<file path="config.mk">
export PLATFORM = sky130hd
export DESIGN_NAME = clk_div_monitor_flat
export DESIGN_NICKNAME = d
export VERILOG_FILES = /design/src/rtl/clk_div_monitor_if.sv /design/src/rtl/clk_div_monitor.sv /design/src/flat_wrapper.sv
export SDC_FILE = /design/constraint.sdc
export NUM_CORES = 1
export LEC_CHECK = 0
export ABC_AREA = 1
export CAP_MARGIN = 20
export CORE_ASPECT_RATIO = 1.1
export CORE_UTILIZATION = 56
export CTS_BUF_LIST = sky130_fd_sc_hd__clkbuf_4
export DETAILED_ROUTE_END_ITERATION = 16
export PLACE_DENSITY = 0.78
export SYNTH_ARGS = -nofsm -noshare
export SYNTH_HDL_FRONTEND = slang
export SYNTH_SLANG_ARGS = --single-unit
</file>
<file path="constraint.sdc">
create_clock -name clk -period 1.6 [get_ports clk]
set_clock_uncertainty 0.2 [all_clocks]
set_input_delay 0.32 -clock clk [delete_from_list [all_inputs] [get_ports clk]]
set_output_delay 0.32 -clock clk [all_outputs]
set_load 0.01 [all_outputs]
</file>
<file path="src/rtl/clk_div_monitor_if.sv">
// Control/status bundle between the pin wrapper and clk_div_monitor.
// The wrapper drives div_in, ena and clear, and reads back the per-channel status.
interface clk_div_monitor_if #(
  parameter int NUM_CH = 4
);
  logic              ena;
  logic              clear;
  logic [NUM_CH-1:0] div_in;
  logic [NUM_CH-1:0] locked;
  logic [NUM_CH-1:0] fault;
  logic              all_locked;

  modport master (output ena, clear, div_in, input locked, fault, all_locked);
  modport slave  (input ena, clear, div_in, output locked, fault, all_locked);
endinterface

</file>
<file path="src/rtl/clk_div_monitor.sv">
// Checks that each divided-clock input toggles with a half-period of exactly 2^i clk cycles.
// Reports per-channel lock and sticky fault status.
module clk_div_monitor #(
  parameter int NUM_CH     = 4,
  parameter int CNT_W      = 4,
  parameter int LOCK_EDGES = 4
) (
  input  logic             clk,
  input  logic             rst_n,
  clk_div_monitor_if.slave bus
);
  // state     | meaning
  // ST_IDLE   | waiting for the first edge
  // ST_TRACK  | counting on-time half-periods toward lock
  // ST_LOCKED | every half-period on time
  // ST_FAULT  | early, late or stuck input seen; held until clear
  typedef enum logic [1:0] {
    ST_IDLE   = 2'd0,
    ST_TRACK  = 2'd1,
    ST_LOCKED = 2'd2,
    ST_FAULT  = 2'd3
  } state_t;

  localparam int GOOD_W = $clog2(LOCK_EDGES + 1);

  logic [NUM_CH-1:0] locked_v;
  logic [NUM_CH-1:0] fault_v;

  for (genvar i = 0; i < NUM_CH; i++) begin : g_ch
    localparam logic [CNT_W:0] EXP = (CNT_W+1)'(1) << i;

    logic              s1, s2, s3;
    logic [CNT_W-1:0]  cnt;
    logic [GOOD_W-1:0] good;
    state_t            state;

    logic              edge_det;
    logic [CNT_W:0]    meas;
    logic              on_time;
    logic              late;
    logic [CNT_W-1:0]  cnt_inc;
    logic [GOOD_W-1:0] good_inc;
    logic              lock_reached;

    // meas is the half-period length if an edge arrives this cycle
    assign edge_det     = s2 ^ s3;
    assign meas         = {1'b0, cnt} + (CNT_W+1)'(1);
    assign on_time      = (meas == EXP);
    assign late         = (meas >= EXP);
    assign cnt_inc      = (cnt == {CNT_W{1'b1}}) ? cnt : cnt + CNT_W'(1);
    assign good_inc     = good + GOOD_W'(1);
    assign lock_reached = (good_inc == GOOD_W'(LOCK_EDGES));

    always_ff @(posedge clk or negedge rst_n) begin
      if (!rst_n) begin
        s1    <= 1'b0;
        s2    <= 1'b0;
        s3    <= 1'b0;
        cnt   <= '0;
        good  <= '0;
        state <= ST_IDLE;
      end else begin
        s1 <= bus.div_in[i];
        s2 <= s1;
        s3 <= s2;
        if (!bus.ena) begin
          state <= ST_IDLE;
          cnt   <= '0;
          good  <= '0;
        end else if (bus.clear && (state == ST_FAULT)) begin
          state <= ST_IDLE;
          cnt   <= '0;
          good  <= '0;
        end else begin
          case (state)
            ST_IDLE: begin
              if (edge_det) begin
                state <= ST_TRACK;
                cnt   <= '0;
                good  <= '0;
              end else begin
                cnt <= cnt_inc;
              end
            end
            ST_TRACK, ST_LOCKED: begin
              if (edge_det) begin
                cnt <= '0;
                if (!on_time) begin
                  state <= ST_FAULT;
                end else if (state == ST_TRACK) begin
                  good <= good_inc;
                  if (lock_reached) state <= ST_LOCKED;
                end
              end else if (late) begin
                state <= ST_FAULT;
              end else begin
                cnt <= cnt_inc;
              end
            end
            default: cnt <= cnt_inc;
          endcase
        end
      end
    end

    assign locked_v[i] = (state == ST_LOCKED);
    assign fault_v[i]  = (state == ST_FAULT);
  end

  assign bus.locked     = locked_v;
  assign bus.fault      = fault_v;
  assign bus.all_locked = &locked_v;
endmodule

</file>
<file path="src/flat_wrapper.sv">
// flat-port wrapper written by rule: the top's interface ports become plain ports
module clk_div_monitor_flat 
#(
  parameter int NUM_CH     = 4,
  parameter int CNT_W      = 4,
  parameter int LOCK_EDGES = 4
)
  (clk, rst_n, bus_ena, bus_clear, bus_div_in, bus_locked, bus_fault, bus_all_locked);
  clk_div_monitor_if #(.NUM_CH(NUM_CH)) bus_i ();
  input  logic clk;
  input  logic rst_n;
  input wire logic [$bits(bus_i.ena)-1:0] bus_ena;
  input wire logic [$bits(bus_i.clear)-1:0] bus_clear;
  input wire logic [$bits(bus_i.div_in)-1:0] bus_div_in;
  output wire logic [$bits(bus_i.locked)-1:0] bus_locked;
  output wire logic [$bits(bus_i.fault)-1:0] bus_fault;
  output wire logic [$bits(bus_i.all_locked)-1:0] bus_all_locked;
  assign bus_i.ena = bus_ena;
  assign bus_i.clear = bus_clear;
  assign bus_i.div_in = bus_div_in;
  assign bus_locked = bus_i.locked;
  assign bus_fault = bus_i.fault;
  assign bus_all_locked = bus_i.all_locked;
  clk_div_monitor #(.NUM_CH(NUM_CH), .CNT_W(CNT_W), .LOCK_EDGES(LOCK_EDGES)) u_core (.clk(clk), .rst_n(rst_n), .bus(bus_i));
endmodule
</file>
==> results of run 1 <==
-- layer usage --
layer / track usage / vias up / wire, um
met5: 0 / - / 0
met4: 0.175 / 0 / 841
met3: 0.0620 / 107 / 807
met2: 0.597 / 248 / 5810
met1: 0.333 / 1683 / 4060
li1: - / 1546 / -
-- where the power goes --
part | internal, mW | switching (mW) | total (mW)
Clock | 0.326 | 0.452 | 0.778
Sequential | 1.42 | 0.231 | 1.65
Combinational | 2.07 | 2.42 | 4.49
Total | 3.81 | 3.11 | 6.92
-- layout make-up --
class,count,area [sq um],share of cell area
Sequential cell,48,1210,0.247
Multi-Input combinational cell,305,2320,0.474
Tap cell,75,93.8,0.0192
Timing Repair Buffer,105,946,0.193
Clock inverter,3,42.5,0.00870
Clock buffer,5,37.5,0.00768
Inverter,61,244,0.0499
-- sequential cells by signal (all words and copies together), names as in the netlist --
register and flops:
u_core.g_ch.s3 4, u_core.g_ch.s2 4, u_core.g_ch.s1 4, u_core.g_ch.good 12, u_core.g_ch.state 8, u_core.g_ch.cnt 16
-- worst paths after layout --
check	startpoint	endpoint	cells after the start
max reg2reg	u_core.g_ch[1].state[0]	u_core.g_ch[1].good[2]	12
max	u_core.g_ch[1].state[0]	u_core.g_ch[1].good[2]	12
max in group asynchronous	rst_n	u_core.g_ch[0].state[1]	3
min reg2reg	u_core.g_ch[3].s1	u_core.g_ch[3].s2	0
min in group asynchronous	rst_n	u_core.g_ch[1].good[2]	3
min	bus_div_in[1]	u_core.g_ch[1].s1	1
-- metrics by stage --
step	total power, mW	cell area (sq um)	std cells
finish	6.92	4890	602
global route	7.26	4890	602
floorplan	3.21	3280	415
CTS	5.80	4530	591
detailed placement	4.25	3960	562
global placement	4.16	3960	562
-- synthesized netlist by cell type, drive strengths merged --
cell	n	area, sq um
buf	1	7.51
ha	32	400
nor2	39	164
or2	3	18.8
nand4	8	56.3
xor2	4	35.0
inv	61	229
dfrtp	48	1200
nand3	40	235
xnor2	3	26.3
o21ai	29	160
o21a	1	7.51
nand2	123	492
a21oi	19	98.9
nand3b	4	30.0
-- timing repair --
action | in CTS | in global routing
pin swaps | 43 | 35
gates resized for setup | 131 | 71
hold buffers | 1 | 0
endpoints found under the hold margin | 48 | 0
cloned | 0 | 0
setup endpoints to repair | 44 | 45
buffers inserted | 20 | 14
-- kinds of logic (layout without fill, tap and decap cells) --
logic type                 count (synthesis)  count (layout)  synth area share
and+or+nand+nor                          217             217             0.315
buffers and inverters                     62             174            0.0748
adders and majority gates                 32              32             0.127
xor gates and xnor gates                   7               7            0.0194
AOI/OAI and AO/OA                         49              49            0.0843
DFF                                       48              48             0.380
==> impl_metrics.env, run 1 <==
export IMPL_path_max_fanout=4
export IMPL_crit_arrival_ns=2.26
export IMPL_vdd_ir_drop_worst_v=0.000803
export IMPL_clkSlewWorstSetupHoldPaths_ns=0.16
export IMPL_crit_type="flop to flop"
export IMPL_final_cell_mix="90 x nand2_1, 58 x buf_4, 44 x dfrtp_1"
export IMPL_seq_area_frac_synth=0.380
export IMPL_routed_via_count=3584
export IMPL_yosysUniqueCellTypes=26
export IMPL_pre_cts_ws_ns=-0.473
export IMPL_dieArea_sq_mm=0.00595
export IMPL_ys_seq_elements=48
export IMPL_pin_count=17
export IMPL_end_kind="flop"
export IMPL_p_leak_nw=2.42
export IMPL_period_share=1.32
export IMPL_synth_area_sq_mm=0.00316
export IMPL_grt_pass1_wl_um=14700
export IMPL_die_h_um=80.8
export IMPL_cts_tree="yes"
export IMPL_clk_latency_ns=0.40
export IMPL_syn2layout_area_growth_pct=54.6
export IMPL_clk_path_buf_depth=2
export IMPL_final_max_slew_viol_count=0
export IMPL_groute_usage_overall=0.320
export IMPL_post_route_drc_count=0
export IMPL_fin_util=0.906
export IMPL_tns_ns=-13.46
export IMPL_n_fill_cell=234
export IMPL_setup_ws_ns=-0.513
export IMPL_cp_required_ns=1.75
export IMPL_tightest_slew_ns=0.442
export IMPL_crit_family="simple AND/OR/NAND/NOR gates"
export IMPL_hp_class="primary input to flop"
export IMPL_fp_dieW_um=73.6
export IMPL_r2r_setup_slack_ns=-0.51
export IMPL_fmax_mhz=473
export IMPL_clockRootBuffer="clkbuf_4"
export IMPL_final_nets=566
export IMPL_slowest_delay_ns=0.43
export IMPL_avgSynthCellArea_sq_um=7.62
export IMPL_cts_buffers=5
export IMPL_diodes=0
export IMPL_cts_sinks=48
export IMPL_drtPass1Iterations=5
export IMPL_wire_per_inst_um=19.1
export IMPL_placementRows=28
export IMPL_p_per_area_mw_per_mm2=1420
export IMPL_netlist_instances=415
export IMPL_status="complete, but fails checks"
export IMPL_grt_pass1_vias=3396
export IMPL_dp_hpwl_um=4870
export IMPL_overflow=0
export IMPL_finalHoldViolCount=0
export IMPL_cap_violations=0
export IMPL_drive_above_1_share=0.465
export IMPL_layout_cells_most_common="nand2_1"
export IMPL_start_kind="flop"
export IMPL_violations="setup timing"
export IMPL_period_needed_ns=2.11
export IMPL_setup_viol=45
export IMPL_coreArea_sq_mm=0.00540
export IMPL_drt_iter0_drc=320
export IMPL_start_util=0.586
export IMPL_syn_num_nets=455
export IMPL_cp_cell_sequence="inv_2 > buf_6 > ha_4 > inv_4 > nor2_4 > inv_2 > or2_1 > nand2_2 > nor2_4 > nand2_2 > nand2_1 > nand2_1"
export IMPL_rsz0062_at_grt="true"
export IMPL_vias_per_cell=5.95
export IMPL_timing_hold_ws_ns=0.152
export IMPL_cp_num_buf_inv=4
export IMPL_relSlewSlack=0.703
export IMPL_numPortBuffers=16
export IMPL_grt_max_degree=49
export IMPL_antenna_found_initial=0
export IMPL_htreeDepth=2
export IMPL_yosysWarningCount=0
export IMPL_ant_nets=0
export IMPL_gp_congestion=0.853
export IMPL_routed_wl_um=11500
export IMPL_slowest_stage="dfrtp_1"
Note: power is estimated with default switching activity, not from simulation.
==> run 2, diff against run 1 <==
Settings changed: SETUP_SLACK_MARGIN set to 0.2.
==> run 2 against run 1 <==
- the run still ends with setup timing left
- sequential share of layout area decreased by 1.0 points
- setup slack got worse by 0.090 ns
- combinational power increased by 14%
- via count increased by 8.8%
- hold slack got worse by 0.018 ns
- non-clock buffer count increased by 12
- wire length increased by 22%
- first-iteration DRC count increased by 67%
- die area unchanged
==> impl_metrics.env, run 2 (same netlist as run 1, synthesis figures left out) <==
export IMPL_status="complete, but fails checks"
export IMPL_violations="setup timing"
export IMPL_overflow=0
export IMPL_numPortBuffers=16
export IMPL_diodes=0
export IMPL_worstHoldPathCells=1
export IMPL_syn2layout_area_growth_pct=61.2
export IMPL_hold_start="bus_div_in[3]"
export IMPL_placementRows=28
export IMPL_r2r_cells=12
export IMPL_start_kind="flop"
export IMPL_clk_path_buf_depth=2
export IMPL_cts_buffers=5
export IMPL_dieArea_sq_mm=0.00595
export IMPL_total_power_mw=7.44
export IMPL_vias_per_cell=6.36
export IMPL_antenna_found_initial=0
export IMPL_setup_viol=45
export IMPL_start_util=0.586
export IMPL_top_register="u_core.g_ch.cnt"
export IMPL_crit_type="flop to flop"
export IMPL_swShare=0.469
export IMPL_fmax_mhz=454
export IMPL_min_to="u_core.g_ch[3].s1"
export IMPL_ant_nets=0
export IMPL_layout_cells_most_common="nand2_1"
export IMPL_p_clk_frac=0.085
export IMPL_post_route_drc_count=0
export IMPL_pre_cts_ws_ns=-0.502
export IMPL_clockRootBuffer="clkbuf_4"
export IMPL_relSlewSlack=0.654
export IMPL_clk_latency_ns=0.41
export IMPL_wire_per_inst_um=23.0
export IMPL_largest_reg_flops=16
export IMPL_routed_wl_um=14100
export IMPL_vdd_ir_drop_worst_v=0.00109
export IMPL_crit_reg2reg_launch="u_core.g_ch[1].state[0]"
export IMPL_drt_iter0_drc=535
export IMPL_path_max_fanout=4
export IMPL_cp_required_ns=1.71
export IMPL_p_switching_mw=3.49
export IMPL_gp_congestion=0.787
export IMPL_p_per_area_mw_per_mm2=1460
export IMPL_timing_hold_ws_ns=0.134
export IMPL_groute_usage_overall=0.321
export IMPL_drive_above_1_share=0.506
export IMPL_cellInternalPower_mw=3.95
export IMPL_combPwrFrac=0.690
export IMPL_crit_arrival_ns=2.31
export IMPL_final_max_slew_viol_count=0
export IMPL_final_cell_mix="80 x nand2_1, 67 x buf_4, 44 x dfrtp_1"
export IMPL_drtPass1Iterations=7
export IMPL_r2r_setup_slack_ns=-0.60
export IMPL_pin_count=17
export IMPL_period_needed_ns=2.20
export IMPL_rsz0062_at_grt="true"
export IMPL_grt_pass1_wl_um=14600
export IMPL_hp_class="primary input to flop"
export IMPL_routed_via_count=3901
export IMPL_cts_sinks=48
export IMPL_clkSlewWorstSetupHoldPaths_ns=0.16
export IMPL_grt_max_degree=49
export IMPL_cts_tree="yes"
export IMPL_cap_violations=0
export IMPL_period_share=1.38
export IMPL_seqPwrFrac=0.226
export IMPL_reg2reg_to="u_core.g_ch[1].good[2]"
export IMPL_fp_dieW_um=73.6
export IMPL_coreArea_sq_mm=0.00540
export IMPL_n_fill_cell=170
export IMPL_grt_pass1_vias=3312
export IMPL_largestRegisters="u_core.g_ch.cnt x16, u_core.g_ch.good x12, u_core.g_ch.state x8"
export IMPL_tightest_slew_ns=0.515
export IMPL_die_h_um=80.8
export IMPL_htreeDepth=2
export IMPL_finalHoldViolCount=0
export IMPL_dp_hpwl_um=5180
export IMPL_end_kind="flop"
export IMPL_setup_ws_ns=-0.603
export IMPL_p_leak_nw=2.52
export IMPL_final_nets=578
## run 2: changes by cell type in the layout (fill, tap and decap cells not counted), moves of 4 or more
cell,previous run,this run
nand2_1,90,80
buf_4,58,67
nand2_4,11,17
o21ai_2,8,14
nand2_2,21,25
nor2_4,7,11
o21ai_1,15,11
## run 2: layout make-up
type	instances	area, sq um	share of cell area
clock inverters	1	5.00	0.000982
inverters	61	246	0.0484
clock buffers	6	45.0	0.00884
multi-input cells	305	2420	0.475
well taps	75	93.8	0.0184
flip-flops and latches	48	1210	0.237
repair buffers	117	1080	0.212
## run 2: stage by stage
stage | std cells | instance area, sq um | TNS [ns] | util
6_report | 613 | 5100 | -17.44 | 0.945
5_1_grt | 613 | 5100 | -19.78 | 0.945
4_1_cts | 599 | 4620 | -8.42 | 0.856
3_5_place_dp | 566 | 4050 | -15.21 | 0.750
3_3_place_gp | 566 | 4050 | -13.66 | 0.750
2_1_floorplan | 415 | 3320 | -0.775 | -
## run 2: power groups by stage
stage	clock network, mW	registers, mW	logic [mW]
after floorplan	0	1.61	1.65
after global placement	0	1.59	2.72
after detailed placement	0	1.60	2.85
after CTS	0.575	1.61	3.65
after global routing	0.663	1.68	5.33
final	0.629	1.68	5.13
## run 2: worst max-delay path by stage
stage,start,endpoint,cells past startpoint
final,u_core.g_ch[1].state[0],u_core.g_ch[1].good[2],12
after global routing,u_core.g_ch[1].state[0],u_core.g_ch[1].good[2],12
after CTS,u_core.g_ch[3].state[0],u_core.g_ch[3].cnt[0],12
after detailed placement,bus_ena,u_core.g_ch[3].cnt[0],10
after global placement,bus_ena,u_core.g_ch[3].cnt[0],10
after floorplan,u_core.g_ch[1].state[1],u_core.g_ch[1].good[1],10
## run 2: what timing repair did
item,4_1_cts,5_1_grt
gates resized for setup,121,96
pin swaps,41,42
endpoints found under the setup margin,45,45
endpoints found under the hold margin,48,0
hold buffers,1,0
gates cloned,0,0
setup buffers,25,14
## run 2: routing by layer
layer / up-vias / global-route usage / share of wire
li1: 1563 / - / -
met1: 1801 / 0.361 / 0.34
met2: 372 / 0.594 / 0.47
met3: 165 / 0.0484 / 0.095
met4: 0 / 0.144 / 0.097
met5: - / 0 / 0
## run 2: critical path: stages, from the launching register on
cell	delay [ns]
dfrtp_1	0.52
inv_2	0.11
buf_6	0.13
ha_4	0.25
inv_4	0.06
nor2_4	0.04
inv_2	0.09
or2_1	0.11
nand2_1	0.06
nor2_2	0.21
nand2_2	0.10
nand2_1	0.11
nand2_1	0.10
==> run 3, diff against run 2 <==
--- a/constraint.sdc
+++ b/constraint.sdc
@@ -4,2 +4,2 @@
 set_output_delay 0.32 -clock clk [all_outputs]
-set_load 0.01 [all_outputs]
+set_load 0.1 [all_outputs]
==> run 3 against run 2 <==
- the run now fails in global routing (5_1_grt)
- synthesized cell count unchanged
- area after synthesis is the same
==> impl_metrics.env, run 3 <==
export IMPL_synthMuxAreaShare=0
export IMPL_stop_stage="global routing (5_1_grt)"
export IMPL_htreeDepth=2
export IMPL_synth_area_sq_mm=0.00316
export IMPL_yosysWarningCount=0
export IMPL_die_h_um=80.8
export IMPL_worstEndpointGrtRepair="bus_all_locked"
export IMPL_netlist_instances=415
export IMPL_cts_buffers=5
export IMPL_cts_sinks=48
export IMPL_clk_path_buf_depth=2
export IMPL_start_util=0.586
export IMPL_synth_fa_ha_area_frac=0.127
export IMPL_error="[ERROR GRT-0232] Routing congestion too high. Check the congestion heatmap in the GUI."
export IMPL_avgSynthCellArea_sq_um=7.62
export IMPL_placementRows=28
export IMPL_groute_usage_overall=0.930
export IMPL_pin_count=17
export IMPL_synth_common_cells="113 x nand2_1, 54 x inv_1, 48 x dfrtp_1"
export IMPL_syn_num_nets=455
export IMPL_synth_edf_count=0
export IMPL_synth_async_reset_ratio=1.00
export IMPL_yosysUniqueCellTypes=26
export IMPL_synthFlopType="dfrtp_1"
export IMPL_synth_top_family_by_area="simple AND/OR/NAND/NOR gates"
export IMPL_fp_dieW_um=73.6
export IMPL_netlist_top_cells_area="dfrtp_1 38%, nand2_1 13%, ha_1 13%, inv_1 6.4%, nand3_1 5.2%"
export IMPL_worst_ep_kind="primary output"
export IMPL_clockRootBuffer="clkbuf_4"
export IMPL_grt_max_degree=35
export IMPL_synth_compound_area_frac=0.0843
export IMPL_seq_area_frac_synth=0.380
export IMPL_numPortBuffers=16
export IMPL_status="stopped before the end"
export IMPL_dp_hpwl_um=5620
export IMPL_synthXorXnorAreaFrac=0.0194
export IMPL_gp_congestion=0.813
export IMPL_ys_seq_elements=48
export IMPL_synth_most_common_cell="nand2_1"
export IMPL_overflow=416
export IMPL_synth_top_cell_area_share=0.380
export IMPL_synthSimpleGateAreaFrac=0.315
export IMPL_yosys_area_top_type="dfrtp_1"
run 3: cell counts after synthesis:
Identical to the previous run, type by type.
run 3: cells by family after synthesis:
logic type	count (synthesis)
adder cells (fa/ha/maj)	32
buffers and inverters	62
AO/OA/AOI/OAI	49
XOR/XNOR	7
AND/OR/NAND/NOR	217
flip-flops	48
run 3: through the flow:
| stage | cells | cell area (sq um) | TNS, ns | setup slack [ns] | hold WS [ns] |
|---|---|---|---|---|---|
| 2_1_floorplan | 415 | 3390 | -4.68 | -0.382 | -0.176 |
| 3_3_place_gp | 581 | 4320 | -11.25 | -0.376 | 0.0539 |
| 3_5_place_dp | 581 | 4320 | -12.51 | -0.438 | 0.0702 |
| 4_1_cts | 615 | 4990 | -9.08 | -0.396 | 0.151 |
run 3: routing by layer:
| metal | GRT overflow | global-route usage |
|---|---|---|
| met2 | 317 | 1.26 |
| met4 | 97 | 1.11 |
| met5 | 0 | 0.111 |
| met3 | 2 | 0.597 |
| met1 | 0 | 0.859 |
run 3: repair_timing:
action | in CTS
setup buffers | 25
pin swaps | 43
hold endpoints to repair | 14
setup endpoints to repair | 45
gates resized for setup | 87
hold buffers | 1
==> run 4, diff against run 3 <==
Settings changed: CORE_ASPECT_RATIO 1.1 to not set, CORE_UTILIZATION 56 to 40, CTS_BUF_LIST sky130_fd_sc_hd__clkbuf_4 to not set, PLACE_DENSITY 0.78 to not set, PLACE_DENSITY_LB_ADDON set to 0.15, SETUP_SLACK_MARGIN 0.2 to not set.
Clock period 1.6 ns to 2.08 ns, I/O delays scaled along.
==> run 4 against run 3 <==
- the flow now finishes without violations
==> impl_metrics.env, run 4 (same netlist as run 1, synthesis figures left out) <==
export IMPL_fmax_mhz=496
export IMPL_tightest_slew_ns=0.507
export IMPL_cp_cell_sequence="inv_2 > ha_4 > nand2_1 > nor2_4 > buf_12"
export IMPL_fin_area_sq_mm=0.00386
export IMPL_routed_wl_um=5850
export IMPL_relSlewSlack=0.658
export IMPL_total_power_mw=4.00
export IMPL_post_route_drc_count=0
export IMPL_multiInputGateArea_sq_mm=0.00178
export IMPL_largest_reg_flops=16
export IMPL_rsz0062_at_grt="true"
export IMPL_cap_violations=0
export IMPL_placed_area_sq_mm=0.00368
export IMPL_crit_family="flip-flops"
export IMPL_grt_pass1_vias=2485
export IMPL_cts_tree="yes"
export IMPL_wire_per_inst_um=10.5
export IMPL_pin_count=17
export IMPL_path_max_fanout=4
export IMPL_drt_iter0_drc=68
export IMPL_crit_arrival_ns=1.40
export IMPL_groute_usage_overall=0.159
export IMPL_vdd_ir_drop_worst_v=0.000497
export IMPL_start_util=0.411
export IMPL_instances_no_fill=558
export IMPL_antenna_found_initial=0
export IMPL_placed_cells=545
export IMPL_final_nets=495
export IMPL_overflow=0
export IMPL_gp_congestion=0.836
export IMPL_layout_cells_most_common="nand2_1"
export IMPL_n_fill_cell=723
export IMPL_period_needed_ns=2.01
export IMPL_htreeDepth=2
export IMPL_fp_dieW_um=90.9
export IMPL_drive_above_1_share=0.175
export IMPL_final_cell_mix="113 x nand2_1, 52 x inv_1, 47 x dfrtp_1"
export IMPL_start_kind="flop"
export IMPL_cp_num_buf_inv=2
export IMPL_grt_max_degree=49
export IMPL_dp_hpwl_um=4390
export IMPL_cp_required_ns=1.46
export IMPL_dieArea_sq_mm=0.00826
export IMPL_period_share=0.969
export IMPL_clk_latency_ns=0.31
export IMPL_end_kind="output pin"
export IMPL_ant_nets=0
export IMPL_slowest_stage="dfrtp_1"
export IMPL_routed_via_count=2607
export IMPL_fin_util=0.502
export IMPL_crit_type="flop to output pin"
export IMPL_grt_pass1_wl_um=10800
export IMPL_p_leak_nw=1.98
export IMPL_clkSlewWorstSetupHoldPaths_ns=0.10
export IMPL_cts_buffers=5
export IMPL_cts_sinks=48
export IMPL_coreArea_sq_mm=0.00769
export IMPL_die_h_um=90.9
export IMPL_largestRegisters="u_core.g_ch.cnt x16, u_core.g_ch.good x12, u_core.g_ch.state x8"
export IMPL_clk_path_buf_depth=2
export IMPL_regArea_sq_mm=0.00120
export IMPL_diodes=0
export IMPL_top_register="u_core.g_ch.cnt"
export IMPL_placementRows=32
export IMPL_slowest_delay_ns=0.44
export IMPL_syn2layout_area_growth_pct=22.1
export IMPL_drtPass1Iterations=4
export IMPL_vias_per_cell=4.67
export IMPL_numPortBuffers=16
export IMPL_clockRootBuffer="clkbuf_8"
export IMPL_setup_viol=0
export IMPL_finalHoldViolCount=0
export IMPL_p_per_area_mw_per_mm2=1040
export IMPL_status="complete, no violations"
export IMPL_final_max_slew_viol_count=0
export IMPL_hp_class="flop to flop"
[run 4: per-stage QoR]
step	setup TNS (ns)	setup WS [ns]	hold WS, ns
2_1_floorplan	-0.304	-0.230	-0.0796
3_3_place_gp	-0.898	-0.129	0.135
3_5_place_dp	-1.37	-0.163	0.135
4_1_cts	0	0.00369	0.157
5_1_grt	-0.0191	-0.0191	0.163
6_report	0	0.0650	0.152
[run 4: final cells by class]
type	instances	area share
clock inverters	3	0.0123
inverters	61	0.0593
clock buffers	5	0.0178
repair buffers	34	0.106
flip-flops and latches	48	0.312
multi-input cells	305	0.460
well taps	102	0.0331
[run 4: worst reg2reg max path, delay by kind of cell (launching register included)]
kind / cells / cell delay, ns
simple gates: 7 / 0.70
flops: 1 / 0.42
fa+ha+maj: 1 / 0.23
buf+inv: 1 / 0.15
compound gates: 1 / 0.12
[run 4: timing repair]
| action | in CTS | in global routing |
|---|---|---|
| hold buffers | 1 | 0 |
| setup buffers | 0 | 4 |
| setup endpoints to repair | 1 | 7 |
| pin swaps | 0 | 1 |
| hold endpoints to repair | 48 | 0 |
| gates resized for setup | 3 | 4 |
[run 4: path summary, 6_finish.rpt]
path | startpoint | endpoint | slack, ns | cells past startpoint
max | u_core.g_ch[1].state[0] | bus_all_locked | 0.07 | 5
min in group asynchronous | rst_n | u_core.g_ch[1].good[1] | 0.40 | 3
min reg2reg | u_core.g_ch[1].s1 | u_core.g_ch[1].s2 | 0.15 | 0
max reg2reg | u_core.g_ch[0].state[0] | u_core.g_ch[0].good[0] | 0.17 | 10
min | u_core.g_ch[1].s1 | u_core.g_ch[1].s2 | 0.15 | 0
max in group asynchronous | rst_n | u_core.g_ch[1].state[1] | 1.03 | 3
[run 4: power by group]
part	internal (mW)	switching, mW
clock	0.363	0.351
combinational	0.780	1.24
sequential	1.09	0.175
total	2.23	1.77
[run 4: per-layer routing]
metal,up-vias,GRT usage,wire [um]
met5,-,0,0
met4,0,0.0516,72
met3,7,0.0261,134
li1,1400,-,-
met1,1173,0.213,3010
met2,27,0.261,2640
